==> src/rtl/aes_pkg.sv <==
// Shared AES definitions: data widths, GF(2^8) helpers and the controller state encoding.
// Latency: n/a (constants and pure functions only).
// Backpressure: n/a.
package aes_pkg;

    localparam int STATE_W = 128;
    localparam int WORD_W  = 32;
    localparam int BYTE_W  = 8;

    typedef enum logic [1:0] {
        ST_IDLE = 2'd0,
        ST_BUSY = 2'd1,
        ST_DONE = 2'd2
    } fsm_state_t;

    // Multiply by x in GF(2^8), reducing modulo x^8 + x^4 + x^3 + x + 1.
    function automatic logic [BYTE_W-1:0] xtime(input logic [BYTE_W-1:0] b);
        return {b[BYTE_W-2:0], 1'b0} ^ (b[BYTE_W-1] ? 8'h1b : 8'h00);
    endfunction

    // General GF(2^8) product built from repeated xtime; constant operands fold away.
    function automatic logic [BYTE_W-1:0] gf_mul(input logic [BYTE_W-1:0] a,
                                                 input logic [BYTE_W-1:0] b);
        logic [BYTE_W-1:0] acc;
        logic [BYTE_W-1:0] p;
        acc = '0;
        p   = a;
        for (int i = 0; i < BYTE_W; i++) begin
            if (b[i]) acc = acc ^ p;
            p = xtime(p);
        end
        return acc;
    endfunction

endpackage

==> src/rtl/mix_column_word.sv <==
// One-column MixColumns transform (forward, or inverse when MIXCOL_INV_EN is defined and mode=1).
// Latency: purely combinational.
// Backpressure: none; output follows input.
module mix_column_word
    import aes_pkg::*;
(
    input  logic [WORD_W-1:0] col_in,
    input  logic              mode,
    output logic [WORD_W-1:0] col_out
);

    logic [BYTE_W-1:0] a0, a1, a2, a3;
    logic [BYTE_W-1:0] f0, f1, f2, f3;

    assign a0 = col_in[31:24];
    assign a1 = col_in[23:16];
    assign a2 = col_in[15:8];
    assign a3 = col_in[7:0];

    // Forward circulant {02,03,01,01}; 03*a is written as xtime(a)^a.
    always_comb begin
        f0 = xtime(a0) ^ xtime(a1) ^ a1 ^ a2 ^ a3;
        f1 = a0 ^ xtime(a1) ^ xtime(a2) ^ a2 ^ a3;
        f2 = a0 ^ a1 ^ xtime(a2) ^ xtime(a3) ^ a3;
        f3 = xtime(a0) ^ a0 ^ a1 ^ a2 ^ xtime(a3);
    end

`ifdef MIXCOL_INV_EN
    logic [BYTE_W-1:0] i0, i1, i2, i3;

    // Inverse circulant {0e,0b,0d,09}.
    always_comb begin
        i0 = gf_mul(a0, 8'h0e) ^ gf_mul(a1, 8'h0b) ^ gf_mul(a2, 8'h0d) ^ gf_mul(a3, 8'h09);
        i1 = gf_mul(a0, 8'h09) ^ gf_mul(a1, 8'h0e) ^ gf_mul(a2, 8'h0b) ^ gf_mul(a3, 8'h0d);
        i2 = gf_mul(a0, 8'h0d) ^ gf_mul(a1, 8'h09) ^ gf_mul(a2, 8'h0e) ^ gf_mul(a3, 8'h0b);
        i3 = gf_mul(a0, 8'h0b) ^ gf_mul(a1, 8'h0d) ^ gf_mul(a2, 8'h09) ^ gf_mul(a3, 8'h0e);
    end

    assign col_out = mode ? {i0, i1, i2, i3} : {f0, f1, f2, f3};
`else
    // Forward-only build: the mode pin is kept for a uniform interface but has no effect.
    logic unused_mode;
    assign unused_mode = mode;
    assign col_out     = {f0, f1, f2, f3};
`endif

endmodule

==> src/rtl/mix_columns_seq.sv <==
// Sequential AES MixColumns: one shared column unit steps through columns 0..3; MIXCOL_INV_EN adds inv_in/InvMixColumns.
// Latency: out_valid rises 4 cycles after the accepting edge; one idle cycle between results minimum.
// Backpressure: result held in DONE until out_ready; in_ready only in IDLE.
module mix_columns_seq
    import aes_pkg::*;
(
    input  logic               clk,
    input  logic               rst_n,
    input  logic               in_valid,
    output logic               in_ready,
    input  logic [STATE_W-1:0] state_in,
    output logic               out_valid,
    input  logic               out_ready,
    output logic [STATE_W-1:0] state_out
`ifdef MIXCOL_INV_EN
    ,
    input  logic               inv_in
`endif
);

    fsm_state_t         state_q;
    logic [1:0]         col_cnt;
    logic [STATE_W-1:0] work;
    logic [WORD_W-1:0]  col_cur;
    logic [WORD_W-1:0]  col_new;
    logic               mode;

`ifdef MIXCOL_INV_EN
    logic inv_q;
    assign mode = inv_q;
`else
    assign mode = 1'b0;
`endif

    // Pick the column currently being transformed out of the working register.
    always_comb begin
        col_cur = work[127:96];
        case (col_cnt)
            2'd0:    col_cur = work[127:96];
            2'd1:    col_cur = work[95:64];
            2'd2:    col_cur = work[63:32];
            default: col_cur = work[31:0];
        endcase
    end

    mix_column_word u_col (
        .col_in  (col_cur),
        .mode    (mode),
        .col_out (col_new)
    );

    // Controller: accept in IDLE, rewrite one column per BUSY cycle in place, hold the result in DONE.
    always_ff @(posedge clk) begin
        if (!rst_n) begin
            state_q <= ST_IDLE;
            col_cnt <= 2'd0;
            work    <= '0;
`ifdef MIXCOL_INV_EN
            inv_q   <= 1'b0;
`endif
        end else begin
            case (state_q)
                ST_IDLE: begin
                    if (in_valid) begin
                        work    <= state_in;
                        col_cnt <= 2'd0;
                        state_q <= ST_BUSY;
`ifdef MIXCOL_INV_EN
                        inv_q   <= inv_in;
`endif
                    end
                end
                ST_BUSY: begin
                    case (col_cnt)
                        2'd0:    work[127:96] <= col_new;
                        2'd1:    work[95:64]  <= col_new;
                        2'd2:    work[63:32]  <= col_new;
                        default: work[31:0]   <= col_new;
                    endcase
                    // The counter parks at 3 rather than wrapping; the last column ends the pass.
                    if (col_cnt == 2'd3) begin
                        state_q <= ST_DONE;
                    end else begin
                        col_cnt <= col_cnt + 2'd1;
                    end
                end
                ST_DONE: begin
                    if (out_ready) state_q <= ST_IDLE;
                end
                default: state_q <= ST_IDLE;
            endcase
        end
    end

    assign in_ready  = (state_q == ST_IDLE);
    assign out_valid = (state_q == ST_DONE);
    assign state_out = work;

endmodule

==> config.mk <==
export PLATFORM = sky130hd
export DESIGN_NAME = mix_columns_seq
export DESIGN_NICKNAME = d
export VERILOG_FILES = /design/src/rtl/aes_pkg.sv /design/src/rtl/mix_column_word.sv /design/src/rtl/mix_columns_seq.sv
export SDC_FILE = /design/constraint.sdc
export NUM_CORES = 1
export LEC_CHECK = 0
export ABC_AREA = 1
export CAP_MARGIN = 20
export CORE_AREA = 2 2 161 163
export CTS_CLUSTER_SIZE = 8
export DETAILED_ROUTE_END_ITERATION = 10
export DIE_AREA = 0 0 163 165
export HOLD_SLACK_MARGIN = 0.06
export PLACE_DENSITY = 0.7
export REMOVE_ABC_BUFFERS = 1
export SYNTH_ARGS = -nofsm -noshare
export SYNTH_HDL_FRONTEND = slang
export SYNTH_SLANG_ARGS = --single-unit
==> constraint.sdc <==
create_clock -name clk -period 2.43 [get_ports clk]
set_input_delay 0.486 -clock clk [delete_from_list [all_inputs] [get_ports clk]]
set_output_delay 0.486 -clock clk [all_outputs]
set_load 0.01 [all_outputs]
==> results.py <==
metrics = {
    "setup_path": {
        "kind_of_cell_with_the_highest_combined_delay_on_the_critical_path": "simple AND/OR/NAND/NOR gates",
        "cp_cell_sequence": "ha_4, inv_8, buf_4, nand2_1, o22ai_4, inv_1, nand2_1, nand2_1, nand2_1, nand2_1, nand2_1, nand3_1, a31oi_1",
        "cp_max_stage_delay_ns": 0.35,
        "cp.arrival_ns": 2.64,
        "cp.required_ns": 2.77,
        "cp_max_fo": 26,
        "cp_slowest_cell": "sky130_fd_sc_hd__dfxtp_2",
        "timing.critical_path.from_type": "flop",
        "r2r-start": "col_cnt[0]",
        "worst_setup_path_startpoint": "col_cnt[0]",
        "critical_path_class": "flop to flop",
        "critical_path.reg2reg.endpoint": "state_out[90]",
        "crit_end_category": "flop",
        "regToRegSetupSlack_ns": 0.14,
        "cell_type_with_the_highest_occurrence_count_on_the_critical_path": "sky130_fd_sc_hd__nand2_1",
        "rr_worst_depth": 13,
        "worstPathBufferInverterCount": 3,
    },
    "pwr": {
        "cellLeakagePower_nw": 6.49,
        "peakVddDrop_mv": 0.395,
        "power.density_mw_per_mm2": 738,
    },
    "die": {
        "ios": 262,
        "placementRows": 58,
        "die_x_um": 163,
        "placeableCoreArea_sq_mm": 0.0250,
        "die_ar_sq_mm": 0.0269,
        "floorplan.die.height_um": 165,
        "starting_density_of_the_core_pct": 34.8,
    },
    "status": {
        "result_of_the_run": "finished, final reports clean",
    },
    "cts": {
        "cts.sink_count": 132,
        "clock_path_buffers": 2,
        "clkSlewWorstSetupHoldPaths_ns": 0.06,
        "h_tree_level_count": 4,
        "cts_bufs_inserted": 17,
        "tritoncts": "done",
        "clk-insertion-delay-late_ns": 0.42,
        "clock-root-buffer": "sky130_fd_sc_hd__clkbuf_16",
    },
    "synth": {
        "synth_edf_count": 0,
        "synth.lib_cells_used.distinct": 31,
        "ys_seq_area_share_pct": 30.3,
        "ys_async_sr_fraction_pct": 0,
        "yosysWarningCount": 0,
        "ys.flop_type": "sky130_fd_sc_hd__dfxtp_1",
        "synthesis.instances": 1479,
        "mappedNetlistArea_sq_mm": 0.00871,
        "avgSynthCellArea_sq_um": 5.89,
        "ys_ff_latch": 132,
    },
    "sta": {
        "worst_path_setup_slack_after_routing_ns": 0.135,
        "period_needed_ns": 2.29,
        "timing.clock.skew_ns": 0.00726,
        "tns_ns": 0,
        "timing_max_transition_violations_final": 0,
        "max_slew_margin_pct": 68.0,
        "fin_worst_hold_slack_ns": 0.554,
        "setup_violations": 0,
        "timing_worst_slew_pin_value_ns": 0.481,
        "timing.fmax_mhz": 436,
        "final_min_period_over_clock_period_pct": 94.4,
        "finalHoldViolCount": 0,
        "rsz0062_at_grt": "yes",
    },
    "route": {
        "vias_per_cell": 4.85,
        "detail_route.iter0.violations": 687,
        "routed_wire_length_per_instance_um": 14.8,
        "postRouteWirelength_um": 30600,
        "drc": 0,
        "via_count": 10000,
        "detailedRoute.firstPassIterationCount": 5,
        "antenna_left": 0,
    },
    "layout": {
        "area_growth_synth_to_finish_pct": 44.1,
        "design.final.nets": 1857,
        "final.fill_count": 2530,
        "layout.cells.most_common": "sky130_fd_sc_hd__nand2_1",
        "post-route-util_pct": 50.1,
        "antenna_cells": 0,
        "layoutNonFillerInstCount": 2063,
        "final_cell_mix": "sky130_fd_sc_hd__nand2_1 (647), sky130_fd_sc_hd__clkdlybuf4s50_1 (260), sky130_fd_sc_hd__inv_1 (176)",
        "drive_above_1_share_pct": 7.73,
    },
    "worst_hold_path": {
        "holdCritStartpoint": "rst_n",
        "min_path_type": "input port to flop",
        "holdPathEnd": "state_out[46]",
        "worstHoldPathCells": 3,
    },
    "placement": {
        "gp_congestion": 0.902,
        "place_inst": 2027,
        "place.detailed.hpwl_um": 22100,
        "place_worst_setup_slack_ns": 0.0253,
        "place.port_buffers": 261,
    },
    "global_routing": {
        "grt_pass1_wl_um": 47500,
        "overall_global_routing_resource_usage_pct": 22.2,
        "globalRouteOverflowTotal": 0,
        "first_global_vias": 9274,
        "initial_antenna_violation_count": 1,
        "grt_start_max_net_pins": 82,
    },
    "job": {
        "max-cap-violations": 0,
    },
}
[timing repair]
action                                  in CTS  in global routing
hold buffers                                 0                  0
buffers inserted                             0                  5
endpoints found under the setup margin       0                120
resized for setup                            0                 42
endpoints found under the hold margin        0                  0
[cell type report]
class	count	area (sq um)	share of cell area (%)
timing repair buffer	298	3050	24.3
sequential	132	2650	21.1
tap	330	413	3.29
clock buffer	22	464	3.70
clock inverter	9	57.6	0.459
multi-input combinational	1091	5220	41.6
inverter	181	693	5.53
[worst max path at each step]
stage               slack (ns)  depth (start not counted)        endpoint
floorplan                -2.10                          6      col_cnt[0]
global placement          0.05                         14   state_out[83]
detailed placement        0.03                         13   state_out[83]
CTS                      0.002                         13  state_out[115]
global route             -0.02                         13  state_out[122]
finish                    0.14                         13   state_out[90]
[logic make-up after synthesis]
group / count (synthesis) / share of synthesized area [%]
xor gates and xnor gates: 19 / 2.08
DFF: 132 / 30.3
adders and majority gates: 4 / 0.575
buffers and inverters: 256 / 12.1
AOI/OAI and AO/OA: 304 / 20.1
and+or+nand+nor: 764 / 34.8
[through the flow]
step | power (W) | cell area, sq um
final | 0.00926 | 12500
after CTS | 0.00915 | 12300
after detailed placement | 0.00681 | 11800
after floorplan | 0.00515 | 8340
after global placement | 0.00675 | 11800
after global routing | 0.00991 | 12500
[per-layer routing]
layer,track usage [%],wire length (um)
met5,0,0
met4,5.71,412
met3,3.47,1700
met2,37.7,14300
met1,29.4,14200
[cells in the mapped netlist, types with 5 or more instances]
cell type / instances / share of area, %
sky130_fd_sc_hd__inv_1: 180 / 7.8
sky130_fd_sc_hd__clkbuf_1: 53 / 2.3
sky130_fd_sc_hd__o21ai_1: 6 / 0.34
sky130_fd_sc_hd__nand3_2: 6 / 0.69
sky130_fd_sc_hd__buf_6: 6 / 0.78
sky130_fd_sc_hd__buf_2: 11 / 0.63
sky130_fd_sc_hd__nor2_1: 17 / 0.73
sky130_fd_sc_hd__a21oi_1: 129 / 7.4
sky130_fd_sc_hd__xor2_1: 10 / 1.0
sky130_fd_sc_hd__nand2_1: 653 / 28
sky130_fd_sc_hd__o22ai_2: 12 / 1.7
sky130_fd_sc_hd__o22ai_1: 6 / 0.43
sky130_fd_sc_hd__a31oi_1: 8 / 0.57
sky130_fd_sc_hd__o21ai_0: 129 / 7.4
sky130_fd_sc_hd__nand3_1: 78 / 4.5
sky130_fd_sc_hd__dfxtp_1: 132 / 30
sky130_fd_sc_hd__o22ai_4: 5 / 1.1
sky130_fd_sc_hd__xnor2_1: 7 / 0.70
[worst reg2reg max path: cells and delay by family (launching register included)]
| family | cells | cell delay [ns] |
|---|---|---|
| buffers and inverters | 3 | 0.56 |
| AOI/OAI and AO/OA | 2 | 0.44 |
| adders and majority gates | 1 | 0.19 |
| and+or+nand+nor | 7 | 0.67 |
| DFF | 1 | 0.35 |
[flip-flops by register name (all words and copies together) (netlist names)]
register and flops:
col_cnt 2, state_out 128, state_q 2
[power breakdown]
part / switching (W) / internal [W]
Clock: 0.000986 / 0.00134
Sequential: 0.000265 / 0.00245
Combinational: 0.00246 / 0.00176
Power figures use the tool's default switching activity.
